### src/rtl/sram_dbus_ctrl.sv
// CPU data-bus to asynchronous 32-bit SRAM bridge.
// One access at a time; IDLE -> READ/WRITE -> DONE -> IDLE.
module sram_dbus_ctrl #(
  parameter int WAIT_CYCLES = 2,
  parameter int RAM_AW      = 20
) (
  input  logic              clk,
  input  logic              rst_n,
  input  logic [31:0]       dbus_address,
  input  logic [3:0]        dbus_byteenable,
  input  logic              dbus_read,
  input  logic              dbus_write,
  input  logic [31:0]       dbus_wrdata,
  output logic [31:0]       dbus_rddata,
  output logic              dbus_stall,
  output logic [RAM_AW-1:0] ram_addr,
  output logic [31:0]       ram_data_o,
  output logic              ram_data_oe,
  input  logic [31:0]       ram_data_i,
  output logic              ram_ce_n,
  output logic              ram_oe_n,
  output logic              ram_we_n,
  output logic [3:0]        ram_be_n
);

  typedef enum logic [1:0] {
    IDLE,
    READ,
    WRITE,
    DONE
  } state_t;

  localparam logic [3:0] LAST_RD = 4'(WAIT_CYCLES - 1);
  localparam logic [3:0] LAST_WR = 4'(WAIT_CYCLES);

  state_t            state;
  state_t            state_nx;
  logic [3:0]        cnt;
  logic [3:0]        cnt_nx;
  logic              lat_ld;
  logic              dat_ld;
  logic              rd_ld;
  logic [RAM_AW-1:0] addr_q;
  logic [31:0]       data_q;
  logic [3:0]        be_q;
  logic              busy;

  always_ff @(posedge clk or negedge rst_n) begin
    if (!rst_n) begin
      state <= IDLE;
      cnt   <= '0;
    end else begin
      state <= state_nx;
      cnt   <= cnt_nx;
    end
  end

  // Write wins when both requests are raised together.
  always_comb begin
    state_nx = state;
    cnt_nx   = cnt;
    lat_ld   = 1'b0;
    dat_ld   = 1'b0;
    rd_ld    = 1'b0;
    unique case (state)
      IDLE: begin
        if (dbus_write) begin
          state_nx = WRITE;
          cnt_nx   = '0;
          lat_ld   = 1'b1;
          dat_ld   = 1'b1;
        end else if (dbus_read) begin
          state_nx = READ;
          cnt_nx   = '0;
          lat_ld   = 1'b1;
        end
      end
      READ: begin
        if (cnt == LAST_RD) begin
          state_nx = DONE;
          rd_ld    = 1'b1;
        end else begin
          cnt_nx = cnt + 4'd1;
        end
      end
      WRITE: begin
        if (cnt == LAST_WR) begin
          state_nx = DONE;
        end else begin
          cnt_nx = cnt + 4'd1;
        end
      end
      DONE: state_nx = IDLE;
      default: state_nx = IDLE;
    endcase
  end

  always_ff @(posedge clk or negedge rst_n) begin
    if (!rst_n) begin
      addr_q      <= '0;
      data_q      <= '0;
      be_q        <= '0;
      dbus_rddata <= '0;
    end else begin
      if (lat_ld) begin
        addr_q <= dbus_address[RAM_AW+1:2];
        be_q   <= dbus_byteenable;
      end
      if (dat_ld) begin
        data_q <= dbus_wrdata;
      end
      if (rd_ld) begin
        dbus_rddata <= ram_data_i;
      end
    end
  end

  assign busy = (state == READ) || (state == WRITE);

  // Last WRITE cycle releases we_n while data is still driven (hold).
  assign ram_ce_n    = !busy;
  assign ram_oe_n    = !(state == READ);
  assign ram_we_n    = !((state == WRITE) && (cnt < LAST_WR));
  assign ram_data_oe = (state == WRITE);
  assign ram_be_n    = busy ? ~be_q : 4'hF;
  assign ram_addr    = addr_q;
  assign ram_data_o  = data_q;

  assign dbus_stall = ((dbus_read || dbus_write) && (state == IDLE))
                    || busy;

endmodule

### config.mk
export PLATFORM = sky130hd
export DESIGN_NAME = sram_dbus_ctrl
export DESIGN_NICKNAME = d
export VERILOG_FILES = /design/src/rtl/sram_dbus_ctrl.sv
export SDC_FILE = /design/constraint.sdc
export NUM_CORES = 1
export LEC_CHECK = 0
export CAP_MARGIN = 20
export CORE_UTILIZATION = 60
export DETAILED_ROUTE_END_ITERATION = 6
export DONT_BUFFER_PORTS = 1
export GPL_TIMING_DRIVEN = 0
export PLACE_DENSITY = 0.76
export SKIP_CTS_REPAIR_TIMING = 1
export SYNTH_ARGS = -nofsm -noshare
export SYNTH_HDL_FRONTEND = slang
export SYNTH_SLANG_ARGS = --single-unit
### constraint.sdc
create_clock -name clk -period 3 [get_ports clk]
set_input_delay 0.75 -clock clk [delete_from_list [all_inputs] [get_ports clk]]
set_output_delay 0.75 -clock clk [all_outputs]
set_load 0.02 [all_outputs]
==> results.yml <==
yosys:
  synth_nets: 355
  async_flop_share: 1.000
  syn_area_per_cell_um2: 16.14
  synth_seq_cells: 94
  synth_warnings: 0
  synthCells: 243
  synth_edf_count: 0
  synth_top_area_frac: 0.5999
  synth_ff_type: "dfrtp_1"
  ys_seq_area_frac: 0.5999
  synth.area.top_cells: "dfrtp_1 60%, mux2_2 17%, mux2_4 11%, ha_1 2.6%, buf_12 1.5%"
  ys_types: 28
  synth_area_um2: 3921
  yosysTopAreaCell: "dfrtp_1"
cells_and_area:
  final_common_cell: "dfrtp_1"
  design_area_um2: 4225
  diodes: 0
  instances_no_fill: 336
  utilization: 0.6692
  area_growth_pct: 7.754
  layout-drive-gt1-share: 0.4556
  final_cell_mix: "94 x dfrtp_1, 58 x mux2_2, 30 x mux2_4"
  fillers: 464
  fin_nets: 366
place:
  pre_cts_slack_ns: 0.6825
  post-place-cells: 320
  detailed_place.area_um2: 4018
  hpwl_um: 5076
  gp_congestion: 0.7527
  port_buffers: 0
grt:
  grt_max_degree: 95
  grt_pass1_vias: 2188
  grt-ovfl-total: 0
  grt_util_all_layers: 0.2145
  antenna_found_initial: 0
  grt_pass1_wl_um: 11300
power_and_ir_drop:
  p_leak_nw: 1.888
  seqPwrFrac: 0.550
  switching_power_mw: 2.339
  internal_power_mw: 3.321
  clkPwrFrac: 0.150
  totalPowerFinal_mw: 5.660
  switching_share: 0.4133
  cellPowerDensity_nw_per_um2: 1340
  vdd_ir_drop_max_mv: 0.8798
  combPwrFrac: 0.300
critical_path:
  reg2reg_from: "state[0]"
  worstPathRequired_ns: 2.25
  critPathMaxFanout: 10
  cp.arrival_ns: 1.75
  crit_start: "state[0]"
  reg2reg_slack_ns: 1.27
  cp.buffers_inverters: 2
  critPathCapture: "dbus_stall"
  worstReg2RegEnd: "ram_data_o[3]"
  path_cells: "inv_1, ha_1, o21ai_2, buf_2, nand2_1"
  cp_slowest_cell: "dfrtp_1"
  worstSetupPathType: "flop to primary output"
  cp_top_family: "buffers and inverters"
  start_kind: "flop"
  reg2reg_depth: 5
  slowest_delay_ns: 0.38
  crit_path_end_kind: "primary output"
  cp.depth: 5
sta:
  tns_ns: 0
  whs_ns: 0.08941
  skew_ns: 0.01047
  max_freq_mhz: 399.5
  relSlewSlack: 0.6218
  period_share: 0.8345
  setup_viol: 0
  drv_slew: 0
  finalHoldViolCount: 0
  fin_ws_ns: 0.4966
  worst_pin_slew_ns: 0.5661
  fin_crit_ns: 2.503
  rsz0062_at_grt: "false"
die:
  io_pins: 197
  coreArea_um2: 6314
  die_y_um: 82.84
  fp-row-count: 29
  die_area_um2: 6862
  dieWidth_um: 82.84
  initial_utilization: 0.6211
drt:
  vias_per_cell: 5.973
  drt-initial-drc-count: 59
  wire_per_inst_um: 20.89
  drc: 0
  drt_wl_total_um: 7019
  antenna_left: 0
  via_count: 2007
  first_pass_iters: 4
clocking:
  clk_latency_ns: 0.35
  htreeDepth: 3
  cts_tree: "built"
  cts_num_sinks: 94
  cts-root-buf: "clkbuf_8"
  clkTransAtPathRegs_ns: 0.09
  cts_buffers: 9
  cts_max_path_buffers: 2
run_status:
  outcome: "finished clean"
worst_hold_path:
  min_path_type: "input pin to asynchronous set/reset pin"
job:
  maxCapViolCount: 0
## worst min path at each step
| stage | start | end | slack [ns] | cells after the start |
|---|---|---|---|---|
| after floorplan | rst_n | be_q[0] | 0.45 | 0 |
| final | rst_n | dbus_rddata[15] | 0.09 | 0 |
| after global placement | rst_n | dbus_rddata[19] | 0.46 | 0 |
| after global routing | rst_n | dbus_rddata[9] | 0.05 | 0 |
| after CTS | rst_n | dbus_rddata[19] | 0.07 | 0 |
| after detailed placement | rst_n | dbus_rddata[19] | 0.46 | 0 |
## area by class of cell
cell class	count	area [µm²]	area share
buffer	10	100.1	0.02369
clock buffer	10	137.6	0.03257
clock inverter	6	70.07	0.01658
inverter	6	22.52	0.005330
multi-input combinational	133	1446	0.3423
sequential	94	2352	0.5567
tap	77	96.34	0.02280
## synthesized netlist by cell type, types with 2 or more instances
| cell | n |
|---|---|
| dfrtp_1 | 94 |
| mux2_2 | 58 |
| mux2_4 | 30 |
| ha_1 | 8 |
| nand2_1 | 8 |
| inv_1 | 6 |
| buf_2 | 5 |
| mux2i_1 | 4 |
| nand3_1 | 4 |
| buf_12 | 3 |
| nand2b_1 | 3 |
| o21ai_0 | 3 |
| o22ai_1 | 2 |
## kinds of logic (layout without fill, tap and decap cells)
family | after synthesis | count (layout) | share of synthesized area
AOI/OAI and AO/OA | 11 | 11 | 0.02106
buffers and inverters | 16 | 32 | 0.03127
and+or+nand+nor | 22 | 22 | 0.03064
muxes | 92 | 92 | 0.2916
adders and majority gates | 8 | 8 | 0.02553
DFF | 94 | 94 | 0.5999
## state kept, by name (all words and copies together), names as in the netlist
name and cells:
ram_addr 20, be_q 4, cnt 4, state 2, dbus_rddata 32, ram_data_o 32
## metal layers
layer,GRT usage,up-vias,wire length (µm)
met5,0,-,0
met4,0.09404,0,93
met3,0.07555,8,686
met2,0.3405,118,3414
met1,0.2672,1010,2825
li1,-,871,-
## power by group through the flow
stage | clock, mW | combinational, mW | sequential, mW
after CTS | 0.869 | 1.72 | 3.12
final | 0.850 | 1.70 | 3.11
after global routing | 0.920 | 1.85 | 3.19
after floorplan | 0 | 1.52 | 2.98
after global placement | 0 | 1.66 | 3.12
after detailed placement | 0 | 1.71 | 3.14
(Power assumes the default switching activity.)
